### config.mk
export PLATFORM = sky130hd
export DESIGN_NAME = alu_issue_stage
export DESIGN_NICKNAME = d
export VERILOG_FILES = /design/src/rtl/alu_pkg.sv /design/src/rtl/alu_issue_stage_regfile.sv /design/src/rtl/alu_issue_stage.sv
export SDC_FILE = /design/constraint.sdc
export NUM_CORES = 1
export LEC_CHECK = 0
export BUFFER_PORTS_ARGS = -buffer_cell sky130_fd_sc_hd__buf_2
export CAP_MARGIN = 20
export CELL_PAD_IN_SITES_DETAIL_PLACEMENT = 0
export CELL_PAD_IN_SITES_GLOBAL_PLACEMENT = 1
export CORE_MARGIN = 4
export CORE_UTILIZATION = 31
export DETAILED_ROUTE_END_ITERATION = 7
export PLACE_DENSITY_LB_ADDON = 0.1
export SETUP_SLACK_MARGIN = 0.2
export SLEW_MARGIN = 5
export SYNTH_ARGS = -nofsm -noshare
export SYNTH_HDL_FRONTEND = slang
export SYNTH_SLANG_ARGS = --single-unit
### constraint.sdc
create_clock -name clk -period 3 [get_ports clk]
set_input_delay 0 -clock clk [delete_from_list [all_inputs] [get_ports clk]]
set_output_delay 0 -clock clk [all_outputs]
set_load 0.02 [all_outputs]
### src/rtl/alu_pkg.sv
// Shared ALU opcodes, flag indices, issue FSM states, instruction field slices and decoder.
// Pure declarations; no timing and no backpressure.
package alu_pkg;
  localparam logic [7:0] OP_NOP  = 8'h00;
  localparam logic [7:0] OP_AND  = 8'h01;
  localparam logic [7:0] OP_OR   = 8'h02;
  localparam logic [7:0] OP_XOR  = 8'h03;
  localparam logic [7:0] OP_ADD  = 8'h05;
  localparam logic [7:0] OP_ADDU = 8'h06;
  localparam logic [7:0] OP_ADDC = 8'h07;
  localparam logic [7:0] OP_SUB  = 8'h09;
  localparam logic [7:0] OP_CMP  = 8'h0B;
  localparam logic [7:0] OP_LSHI = 8'h0C;

  localparam int FLAG_Z = 4;
  localparam int FLAG_C = 3;
  localparam int FLAG_F = 2;
  localparam int FLAG_N = 1;
  localparam int FLAG_L = 0;

  localparam int OPHI_HI  = 15;
  localparam int OPHI_LO  = 12;
  localparam int RDEST_HI = 11;
  localparam int RDEST_LO = 8;
  localparam int OPEXT_HI = 7;
  localparam int OPEXT_LO = 4;
  localparam int RSRC_HI  = 3;
  localparam int RSRC_LO  = 0;
  localparam int IMM_HI   = 7;
  localparam int IMM_LO   = 0;

  typedef enum logic [1:0] {
    ST_IDLE  = 2'd0,
    ST_ISSUE = 2'd1,
    ST_WB    = 2'd2
  } issue_state_t;

  typedef struct packed {
    logic       legal;
    logic       use_imm;
    logic       sext;
    logic [7:0] opcode;
  } dec_t;

  function automatic dec_t decode_instr(input logic [15:0] instr);
    dec_t       d;
    logic [3:0] hi;
    logic [3:0] ext;
    hi  = instr[OPHI_HI:OPHI_LO];
    ext = instr[OPEXT_HI:OPEXT_LO];
    d   = '0;
    case (hi)
      4'h0: begin
        d.opcode = {4'h0, ext};
        d.legal  = !(ext inside {4'h8, 4'hA, 4'hD, 4'hE, 4'hF});
      end
      4'h5, 4'h7, 4'h9, 4'hB: begin
        d.opcode  = {4'h0, hi};
        d.legal   = 1'b1;
        d.use_imm = 1'b1;
        d.sext    = 1'b1;
      end
      4'h1, 4'h2, 4'h3, 4'h6: begin
        d.opcode  = {4'h0, hi};
        d.legal   = 1'b1;
        d.use_imm = 1'b1;
      end
      default: d = '0;
    endcase
    return d;
  endfunction
endpackage

### src/rtl/alu_issue_stage_regfile.sv
// Register file: two comb read ports, comb debug port, one sync write port, sync active-low reset.
// With ALU_ISSUE_R0_ZERO_EN defined, R0 reads as zero and writes to it are dropped.
module issue_regfile #(
  parameter int NREGS = 16,
  parameter int DW    = 16,
  parameter int AW    = $clog2(NREGS)
) (
  input  logic          clk,
  input  logic          reset_n,
  input  logic [AW-1:0] rd_addr_a,
  output logic [DW-1:0] rd_data_a,
  input  logic [AW-1:0] rd_addr_b,
  output logic [DW-1:0] rd_data_b,
  input  logic [AW-1:0] dbg_addr,
  output logic [DW-1:0] dbg_data,
  input  logic          wr_en,
  input  logic [AW-1:0] wr_addr,
  input  logic [DW-1:0] wr_data
);
  logic [DW-1:0] mem [NREGS];
  logic          wr_ok;

`ifdef ALU_ISSUE_R0_ZERO_EN
  assign wr_ok     = wr_en && (wr_addr != '0);
  assign rd_data_a = (rd_addr_a == '0) ? '0 : mem[rd_addr_a];
  assign rd_data_b = (rd_addr_b == '0) ? '0 : mem[rd_addr_b];
  assign dbg_data  = (dbg_addr  == '0) ? '0 : mem[dbg_addr];
`else
  assign wr_ok     = wr_en;
  assign rd_data_a = mem[rd_addr_a];
  assign rd_data_b = mem[rd_addr_b];
  assign dbg_data  = mem[dbg_addr];
`endif

  always_ff @(posedge clk) begin
    if (!reset_n) begin
      for (int i = 0; i < NREGS; i++) mem[i] <= '0;
    end else if (wr_ok) begin
      mem[wr_addr] <= wr_data;
    end
  end
endmodule

### src/rtl/alu_issue_stage.sv
// Decode/issue/writeback around an external ALU; 3-cycle IDLE->ISSUE->WB, update 2 cycles after accept.
// in_ready only in IDLE, so a held in_valid waits; R0 behaviour set by ALU_ISSUE_R0_ZERO_EN.
module alu_issue_stage
  import alu_pkg::*;
#(
  parameter int NREGS = 16,
  parameter int DW    = 16
) (
  input  logic          clk,
  input  logic          reset_n,
  input  logic          in_valid,
  output logic          in_ready,
  input  logic [15:0]   in_instr,
  output logic [DW-1:0] alu_a,
  output logic [DW-1:0] alu_b,
  output logic [7:0]    alu_opcode,
  input  logic [DW-1:0] alu_c,
  input  logic [4:0]    alu_flags,
  output logic [4:0]    psr,
  output logic          wb_valid,
  output logic          illegal,
  input  logic [3:0]    dbg_addr,
  output logic [DW-1:0] dbg_data
);
  issue_state_t  state, state_nx;
  logic [15:0]   instr_q;
  dec_t          dec;
  logic [DW-1:0] rd_a, rd_b, imm_ext;
  logic          wr_en, psr_en;

  assign dec     = decode_instr(instr_q);
  assign imm_ext = dec.sext ? {{(DW-8){instr_q[IMM_HI]}}, instr_q[IMM_HI:IMM_LO]}
                            : {{(DW-8){1'b0}}, instr_q[IMM_HI:IMM_LO]};

  // Writeback qualifiers come from the registered opcode so they line up with WB.
  assign psr_en = wb_valid && (alu_opcode != OP_NOP);
  assign wr_en  = psr_en && (alu_opcode[3:0] != OP_CMP[3:0]);

  always_ff @(posedge clk) begin
    if (!reset_n) state <= ST_IDLE;
    else          state <= state_nx;
  end

  always_comb begin
    state_nx = state;
    case (state)
      ST_IDLE:  if (in_valid) state_nx = ST_ISSUE;
      ST_ISSUE: state_nx = dec.legal ? ST_WB : ST_IDLE;
      ST_WB:    state_nx = ST_IDLE;
      default:  state_nx = ST_IDLE;
    endcase
  end

  always_comb begin
    in_ready = (state == ST_IDLE);
    wb_valid = (state == ST_WB);
  end

  always_ff @(posedge clk) begin
    if (!reset_n) begin
      instr_q    <= '0;
      alu_a      <= '0;
      alu_b      <= '0;
      alu_opcode <= '0;
      illegal    <= 1'b0;
      psr        <= '0;
    end else begin
      illegal <= 1'b0;
      if (in_ready && in_valid) instr_q <= in_instr;
      if (state == ST_ISSUE) begin
        if (dec.legal) begin
          alu_a      <= rd_a;
          alu_b      <= dec.use_imm ? imm_ext : rd_b;
          alu_opcode <= dec.opcode;
        end else begin
          illegal <= 1'b1;
        end
      end
      if (psr_en) psr <= alu_flags;
    end
  end

  issue_regfile #(.NREGS(NREGS), .DW(DW)) u_regfile (
    .clk       (clk),
    .reset_n   (reset_n),
    .rd_addr_a (instr_q[RDEST_HI:RDEST_LO]),
    .rd_data_a (rd_a),
    .rd_addr_b (instr_q[RSRC_HI:RSRC_LO]),
    .rd_data_b (rd_b),
    .dbg_addr  (dbg_addr),
    .dbg_data  (dbg_data),
    .wr_en     (wr_en),
    .wr_addr   (instr_q[RDEST_HI:RDEST_LO]),
    .wr_data   (alu_c)
  );
endmodule

======== Word level (Yosys, flattened, before mapping) ========
Memory sizes are Yosys's and may differ from the RTL's. A register that Yosys moved wholly into a read port is not among the register bits.
Index checks and enable logic that the tools add are counted.
word-level totals
  register bits after elaboration ......... 48
  latch bits .............................. 0
  memory bits (writable) .................. 256
  ROM bits ................................ 0
  input port bits ......................... 44
  logic and storage cells ................. 57
  memories ................................ 1
operators by class
  $add $sub $neg .......................... 0
  multiply operators ...................... 0
  divide/modulo/power cells ............... 0
  $lt $le $gt $ge ......................... 0
  equality and inequality tests ........... 17
  shift operators ......................... 0
  mux-type cells .......................... 19
  bitwise operators ....................... 0
  reductions and logical operators ........ 14
memories
  name           depth  width  rd ports  clocked after memory_dff  wr ports  line                           RTL
  u_regfile.mem  16     16     3         2                         16        alu_issue_stage_regfile.sv:20  logic [DW-1:0] mem [NREGS];
operator list
  operator                                                          count
  16-bit 2-to-1 mux                                                 3
  4-bit == test (second input constant)                             7
  16-bit OR reduction                                               1
  4-bit by 3-bit == test with 1-bit output (second input constant)  3
  4-bit 2-to-1 mux                                                  3
  4-bit by 2-bit == test with 1-bit output (second input constant)  2
  1-bit 2-to-1 mux                                                  8
  4-bit case mux with 2 select lines                                1
  8-bit nonzero test                                                1
  8-bit OR reduction                                                1
  5-bit nonzero test                                                1
  4-bit by 1-bit == test with 1-bit output (second input constant)  1
  4-bit zero test                                                   1
  2-bit 2-to-1 mux                                                  2
  4-bit inequality test (second input constant)                     1
  2-bit case mux with 2 select lines                                1
  2-bit AND reduction                                               2
  4-bit OR reduction                                                1
  1-bit logical AND                                                 3
  2-bit by 1-bit == test with 1-bit output (second input constant)  1
  2-bit == test (second input constant)                             1
  1-bit zero test                                                   2
  2-bit zero test                                                   1
  2-bit inequality test (second input constant)                     1
  1-bit case mux with 2 select lines                                1

======== Depth between registers and ports, before layout ========
Gate-level depths: netlist (run 1).
  word-level depth ........................ 8
  mapped depth ............................ 7
  mapped depth without buffers ............ 4

======== Hierarchy ========
From an unflattened synthesis (run 1), not the netlist that was laid out.
unflattened totals
  cells, all modules ...................... 1291
  area total of the unflattened synthesis .. 18049.8 um^2
modules (own cells, without submodules)
  module           instances  cells an instance  area each (um^2)  sequential area each (um^2)
  issue_regfile    1          996                15401.0           7687.4
  alu_issue_stage  1          295                2648.8            1201.2

======== Worst setup path after synthesis (run 1) ========
Ideal clock, no wire load.
  path type ............................... register -> register
  from .................................... reg state[0]
  to ...................................... mem u_regfile.mem[13][0], enable pin
  setup time .............................. 0.375 ns
  arrival time ............................ 2.033 ns
  data required time ...................... 2.625 ns
  slack ................................... 0.592 ns
  stages on the path, launching flop included .. 6
  path buffers ............................ 1
  cell sequence ........................... dfxtp_1 -> and2b_1 -> nand4b_1 -> clkbuf_1 -> nor3_1 -> nand2b_1
RTL lines
  what                    line                           RTL
  from (decl)             alu_issue_stage.sv:25          issue_state_t state, state_nx;
  from (signal assigned)  alu_issue_stage.sv:41          else state <= state_nx;
  to (decl)               alu_issue_stage_regfile.sv:20

==> results.ini, run 1 <==
[setup_path]
reg2regPathDepth=6
critPathLaunchType=flop
required_ns=3.41
r2r-start=instr_q[8]
end_kind=flop
cp.arrival_ns=2.93
setup.worst_path.class=flop to flop
cp_max_fo=24
timing.reg2reg.setup_slack_ns=0.48
startpoint=instr_q[8]
r2r-end=alu_a[13]

[synthesis]
synth_edf_count=256
synthArstFlopShare=0
post_synth.cell_area_avg_um2=14.45
synth_common_cells=and2_1 (259), edfxtp_1 (256), mux4_2 (200), clkbuf_1 (71), dfxtp_1 (64)
synth_flop_cell=edfxtp_1
synthAdderAreaFrac=0
yosys.area.top_type_share=0.4262
yosys_warnings=0
yosys.area.top_type=edfxtp_1
synth.most_common_cell=and2_1
ys_ff_latch=320
syn_area_um2=18040
synth.area.mux_share=0.2753
netlist_instances=1248
yosys.area_share.simple=0.1306
synth_xor_area_frac=0.0004856
synthTopCellsByArea=edfxtp_1 (43%), mux4_2 (25%), and2_1 (9.0%)
seq_area_frac_synth=0.4973
synthDistinctLibCells=51
synth_compound_area_frac=0.06549
synth_top_family_by_area=multiplexers

[job]
maxCapViolations=0

[die]
die-area_um2=62100
dieWidth_um=249.2
core_region_area_um2=57700
ios=108
start_util=0.3126
die_h_um=249.2
rows=88

[drt]
drt_iter0_markers=1109
final_antenna_net_count=0
wire_per_inst_um=30.68
vias=12210
wl_um=67980
dr.pass1.iters=5
drc=0
viasPerCell=5.509

[final_layout]
fin_cells=2216
fin_util=0.3755
fin_area_um2=21660
area_growth_syn_to_layout_pct=20.12
layout.nets=1463
n_fill_cell=5481
drive_gt1_frac=0.3566

[sta]
layout_setup_ws_ns=0.4771
clock-skew-final_ns=0.01256
period_share=0.8410
fmax_mhz=396.4
hold_violations=0
maxSlewHeadroom=0.3419
setup_viol=0
rsz0062_at_grt=false
tns_ns=0
tightestPinTransition_ns=0.9851
slew_viol_final=0
fin_crit_ns=2.523

[clocking]
cts_made_buffers=41
htree_levels=2
clk-insertion-delay-late_ns=0.56
cts_max_path_buffers=3
cts_sinks=320
clk_pin_slew_ns=0.06
cts_root_buffer=clkbuf_16
cts_tree=yes
postCtsSetupRepairBufs=0

[placed_design]
dp.cells=2104
hpwl_um=47350
io_buffers=103
place_congestion=0.8157
pre_cts_slack_ns=0.4302
place_area_um2=20050

[global_route]
grt_pass1_wl_um=97650
grt_max_degree=39
grt_overflow=0
antenna_found_initial=4
grtUsageMet1=0.3005
use_met3=0.03581
grt_usage=0.2173
grt_pass1_vias=12710
top_usage_layer=met2
gr-usage-met2=0.3528

[pwr]
power_leakage_nw=7.642
max-vdd-ir-drop_v=0.0003223
power_density_nw_per_um2=537.0

[hold_path]
min_from=in_valid
hold_depth=4
hold_path.class=primary input to flop
min_to=instr_q[14]

[outcome]
outcome=completed

==> routing by layer <==
metal  routed length, um  vias up
met5                   0        -
met1               29360     6443
met2               32690      411
met3                3931       86
li1                    -     5269
met4                2006        0
==> power by group <==
group	internal [mW]	leakage, nW	switching, mW
combinational	0.790	3.87	0.961
sequential	4.96	3.17	0.216
clock	2.75	0.601	1.96
total	8.50	7.64	3.14
==> registers in the layout, summed over array words and instances, names as in the netlist, named ones only <==
name           cells
u_regfile.mem    256
alu_a             16
alu_b             16
instr_q           16
psr                5
alu_opcode         4
state              2
illegal            1
==> cells by family after synthesis <==
kind of cell	count (synthesis)
other	1
AO/OA/AOI/OAI	147
AND/OR/NAND/NOR	408
flip-flops	320
buffers and inverters	126
multiplexers	245
XOR/XNOR	1
==> repair_timing <==
item	CTS	global route
endpoints found under the setup margin	0	0
hold buffers	37	0
gates resized for setup	0	0
hold endpoints to repair	281	0
==> worst max-delay path by stage <==
stage	to
6_report	alu_a[13]
5_1_grt	alu_a[13]
4_1_cts	alu_a[13]
3_5_place_dp	alu_a[13]
3_3_place_gp	alu_a[9]
2_1_floorplan	u_regfile.mem[13][0]
==> worst max-delay path: stages, from the launching register on <==
cell and delay [ns]:
dfxtp_4 0.66, buf_12 0.27, buf_4 0.19, mux4_2 0.51, a22o_1 0.20, a221oi_1 0.41, o22ai_2 0.12
==> per-stage QoR <==
stage	power, mW	hold WS (ns)
floorplan	6.251	0.1360
global placement	7.001	0.2371
detailed placement	7.003	0.2478
CTS	11.79	0.04379
global route	12.06	0.1039
finish	11.63	0.08030
==> cell type report <==
class                           instances  area [um^2]  share of cell area
Inverter                                6        22.52            0.001040
Multi-Input combinational cell        805         8617              0.3977
Tap cell                              765        957.2             0.04418
Timing Repair Buffer                  245         1837             0.08478
Sequential cell                       320         8984              0.4147
Clock inverter                         24        188.9            0.008721
Antenna cell                            4        10.01           0.0004620
Clock buffer                           47         1049             0.04840
==> cells in the final DEF (no fill, tap or decap), types with 10 or more instances in the layout <==
| cell | instances |
|---|---|
| edfxtp_1 | 256 |
| dfxtp_1 | 58 |
| buf_12 | 13 |
| buf_2 | 103 |
| a22o_1 | 24 |
| clkbuf_16 | 41 |
| buf_4 | 92 |
| a21oi_1 | 28 |
| nand2b_1 | 23 |
| nand2_1 | 61 |
| mux4_2 | 200 |
| and2_1 | 259 |
| dlygate4sd3_1 | 37 |
| nor3_2 | 12 |
| a221oi_1 | 24 |
| nor2_1 | 10 |
| clkinv_1 | 12 |
| mux2i_1 | 37 |
| nor3_1 | 11 |
Note: power is estimated with default switching activity, not from simulation.
==> run 2: changes to the inputs <==
clock period = 2.14 ns   (was 3 ns; I/O delays follow)
==> run 2 against run 1 <==
Effect of this change: the flow now finishes with violations (setup timing); non-clock buffer count increased by 187; register-to-register slack got worse by 0.51 ns; die area unchanged; clock-buffer cell count increased by 7; total power increased by 51%; first-iteration DRC count decreased by 4.4%; clock skew increased by 0.0065 ns; critical endpoint is now dbg_data[8]; largest power group unchanged.
==> results.ini, run 2 (synthesis gave the netlist of run 1 again) <==
[outcome]
outcome=finished, violations left
violations=setup timing

[final_layout]
layout_common_cells=edfxtp_1 (256), mux4_2 (200), and2_4 (132)
regArea_um2=9004
largest-register=u_regfile.mem
layout.nets=1649
fin_cells=2404
final_common_cell=edfxtp_1
fin_util=0.4484
largest_reg_flops=256
multiInputGateArea_um2=9625
fin_area_um2=25870
area_growth_syn_to_layout_pct=43.45
drive_gt1_frac=0.5577
n_fill_cell=5168

[setup_path]
critPathLaunchType=flop
setup.worst_path.class=flop to primary output
startpoint=u_regfile.mem[8][8]
r2r-start=state[0]
cp_max_fo=3
reg2regPathDepth=10
r2r-end=u_regfile.mem[3][12]
required_ns=2.14
timing.reg2reg.setup_slack_ns=-0.03
end_kind=primary output
path_common_cell=mux4_2
cp.arrival_ns=2.25
cpMaxStageDelayCell=mux4_2
slowest_delay_ns=0.57
crit_chain=mux4_2 > mux4_2 > buf_6
endpoint=dbg_data[8]

[placed_design]
place_area_um2=21080
dp.cells=2136
hpwl_um=48860
io_buffers=103
pre_cts_slack_ns=-0.01823
place_congestion=0.8186

[die]
die-area_um2=62100
die_h_um=249.2
ios=108
core_region_area_um2=57700
start_util=0.3126
dieWidth_um=249.2
rows=88

[drt]
wire_per_inst_um=32.19
viasPerCell=5.617
wl_um=77380
drc=0
final_antenna_net_count=0
dr.pass1.iters=5
vias=13500
drt_iter0_markers=1060

[clocking]
clk-insertion-delay-late_ns=0.57
cts_tree=yes
cts_made_buffers=40
clk_pin_slew_ns=0.05
cts_root_buffer=clkbuf_16
cts_max_path_buffers=3
cts_sinks=320
htree_levels=2

[global_route]
grt_pass1_vias=13830
grt_overflow=0
antenna_found_initial=1
grt_usage=0.2397
grt_pass1_wl_um=106400
grt_max_degree=37

[sta]
layout_setup_ws_ns=-0.1077
period_share=1.050
clock-skew-final_ns=0.01904
slew_viol_final=0
maxSlewHeadroom=0.4430
fmax_mhz=444.9
tns_ns=-0.8992
tightestPinTransition_ns=0.8355
hold_violations=0
setup_viol=37
fin_crit_ns=2.248
rsz0062_at_grt=true
whs_ns=0.2198

[pwr]
power_density_nw_per_um2=677.2
power_leakage_nw=9.610
total_power_mw=17.52
max-vdd-ir-drop_v=0.0005217

[hold_path]
hold_path.class=primary input to flop

[job]
maxCapViolations=0

==> run 2: how the worst min path moves through the flow <==
stage	startpoint	to	cells after the start
floorplan	in_instr[15]	instr_q[15]	2
CTS	alu_flags[2]	psr[2]	4
global placement	alu_flags[0]	psr[0]	3
finish	alu_flags[2]	psr[2]	4
global route	in_instr[7]	instr_q[7]	4
detailed placement	alu_flags[1]	psr[1]	3
==> run 2: power breakdown <==
group,internal [mW],total (mW),switching [mW]
combinational,1.71,3.48,1.77
sequential,6.95,7.18,0.234
clock,4.04,6.85,2.82
==> run 2: timing repair <==
action / in CTS / in global routing
resized for setup: 197 / 163
setup buffers: 95 / 29
pin swaps: 27 / 36
gates cloned: 19 / 7
hold endpoints to repair: 283 / 0
hold buffers: 42 / 0
endpoints found under the setup margin: 326 / 510
==> run 2: cell type report <==
type	count	share of cell area
clock buffer	54	0.04309
tap	765	0.03700
antenna	2	0.0001934
multi-input combinational	805	0.3720
clock inverter	20	0.007448
inverter	6	0.0008705
sequential	320	0.3480
timing repair buffer	432	0.1914
==> run 2: worst max-delay path: cells and delay by family, from the launching register on <==
| family | cells | cell delay, ns |
|---|---|---|
| flops | 1 | 0.44 |
| mux | 2 | 1.07 |
| buf+inv | 1 | 0.17 |
==> run 2: layer usage <==
metal	track usage	up-vias	wire length, um
li1	-	5679	-
met1	0.3162	7208	31650
met2	0.4114	504	38670
met3	0.03257	113	4098
met4	0.07667	0	2961
met5	0	-	0
==> run 3: changes to the inputs <==
ABC_AREA = 1   (was default)
ABC_CLOCK_PERIOD_IN_PS = 2140   (was default)
==> run 3 against run 2 <==
Effect of this change: cell count grew 37%; die area grew 3.1%; critical path type unchanged; largest cell class is now registers; setup slack gained 0.30 ns; via count grew 32%; the run now ends clean; final area shrank 10%; register-to-register slack gained 0.24 ns.
==> results.ini, run 3 <==
[global_route]
grt_pass1_vias=17250
grt_overflow=0
grt_pass1_wl_um=117500
grt_usage=0.2485
grt_max_degree=71
antenna_found_initial=0

[final_layout]
layout.nets=2533
antennaDiodeCount=0
final_common_cell=nand2_1
area_growth_syn_to_layout_pct=24.62
fin_util=0.3914
largest_reg_flops=256
drive_gt1_frac=0.2064
largest-register=u_regfile.mem
n_fill_cell=6058
layout_common_cells=nand2_1 (457), nor2_1 (300), edfxtp_1 (256)

[drt]
drc=0
wire_per_inst_um=24.73
vias=17790
wl_um=81400
viasPerCell=5.403
drt_iter0_markers=1631
final_antenna_net_count=0
dr.pass1.iters=6

[synthesis]
synth.most_common_cell=nand2_1
ys_ff_latch=320
syn_area_um2=18610
post_synth.cell_area_avg_um2=7.945
synth_common_cells=nand2_1 (484), nor2_1 (309), edfxtp_1 (256), inv_1 (198), a21oi_1 (175)
synth.area.mux_share=0
synthAdderAreaFrac=0
synth_top_family_by_area=simple AND/OR/NAND/NOR gates
synthDistinctLibCells=32
yosys.area.top_type_share=0.4131
synthArstFlopShare=0
synth_xor_area_frac=0
yosys.area.top_type=edfxtp_1
synth_edf_count=256
seq_area_frac_synth=0.4820
synth_flop_cell=edfxtp_1
netlist_instances=2342
synth_compound_area_frac=0.1867
yosys.area_share.simple=0.2427
synthTopCellsByArea=edfxtp_1 (41%), nand2_1 (9.8%), dfxtp_1 (6.9%)
yosys_warnings=0

[clocking]
cts_max_path_buffers=3
cts_made_buffers=40
clk_pin_slew_ns=0.06
cts_sinks=320
htree_levels=2
cts_tree=yes
cts_root_buffer=clkbuf_16
clk-insertion-delay-late_ns=0.57

[die]
rows=89
ios=108
start_util=0.3141
core_region_area_um2=59240
dieWidth_um=253
die-area_um2=64010
die_h_um=253

[setup_path]
setup.worst_path.class=flop to primary output
cp_max_fo=2
end_kind=primary output
cp.arrival_ns=1.94
critPathLaunchType=flop
required_ns=2.14

[outcome]
outcome=completed

[sta]
slew_viol_final=0
maxSlewHeadroom=0.3731
hold_violations=0
tightestPinTransition_ns=0.9393
period_share=0.9087
fin_crit_ns=1.945
tns_ns=0
rsz0062_at_grt=true
fmax_mhz=514.2
setup_viol=0
clock-skew-final_ns=0.02392

[pwr]
power_leakage_nw=9.596
power_density_nw_per_um2=752.8
total_power_mw=17.46
max-vdd-ir-drop_v=0.0004904

[hold_path]
hold_path.class=primary input to flop

[placed_design]
io_buffers=103
place_congestion=0.8577
hpwl_um=55160

[job]
maxCapViolations=0

-- run 3: repair_timing --
item,4_1_cts,5_1_grt
gates cloned,4,2
hold buffers,32,0
setup buffers,19,21
setup endpoints to repair,233,278
endpoints found under the hold margin,70,0
pin swaps,12,33
resized for setup,43,91
-- run 3: cell families (layout without fill, tap and decap cells) --
family	count (synthesis)	in the layout
AND/OR/NAND/NOR	1045	1051
AO/OA/AOI/OAI	578	578
buffers and inverters	398	566
flip-flops	320	320
other	1	4
-- run 3: metal layers --
layer  vias to the layer above  GRT usage  share of wire
li1                       8262          -              -
met1                      8737     0.3366           0.43
met2                       653     0.4147           0.48
met3                       135    0.02886          0.059
met4                         0    0.08495          0.037
met5                         -          0              0
-- run 3: power breakdown --
part | leakage, nW | internal (mW) | switching, mW
combinational | 5.80 | 1.10 | 2.35
clock | 0.620 | 4.01 | 2.79
sequential | 3.17 | 6.97 | 0.237
total | 9.60 | 12.1 | 5.37
-- run 3: area by class of cell --
type | instances | area [um^2] | area share
clock buffer | 48 | 1062 | 0.04581
clock inverter | 24 | 219.0 | 0.009443
multi-input combinational | 1633 | 8630 | 0.3721
sequential | 320 | 8996 | 0.3880
timing repair buffer | 285 | 2525 | 0.1089
tap | 773 | 967.2 | 0.04171
inverter | 209 | 789.5 | 0.03405
-- run 3: worst paths after layout --
kind	from	slack [ns]	endpoint	cells after the start
max	u_regfile.mem[6][5]	0.20	dbg_data[5]	7
min	alu_c[9]	0.02	u_regfile.mem[15][9]	4
max reg2reg	u_regfile.mem[5][4]	0.21	alu_b[4]	15
min reg2reg	state[1]	0.46	illegal	1
-- run 3: critical path, cell delays in order, from the launching register on --
cell	delay, ns
edfxtp_1	0.46
inv_2	0.10
nor2_1	0.05
a21oi_1	0.21
o21ai_2	0.11
o221ai_4	0.21
nand2_2	0.11
buf_6	0.14
-- run 3: stage by stage --
step	hold slack, ns	std cells	setup WS, ns	cell area (um^2)
after global routing	0.02410	3292	0.1253	23190
after floorplan	0.1633	2345	0.1479	18880
final	0.02427	3292	0.1954	23190
after CTS	0.002465	3269	0.1020	22720
after detailed placement	0.2707	3142	0.1192	20770
after global placement	0.2596	3142	0.1325	20770
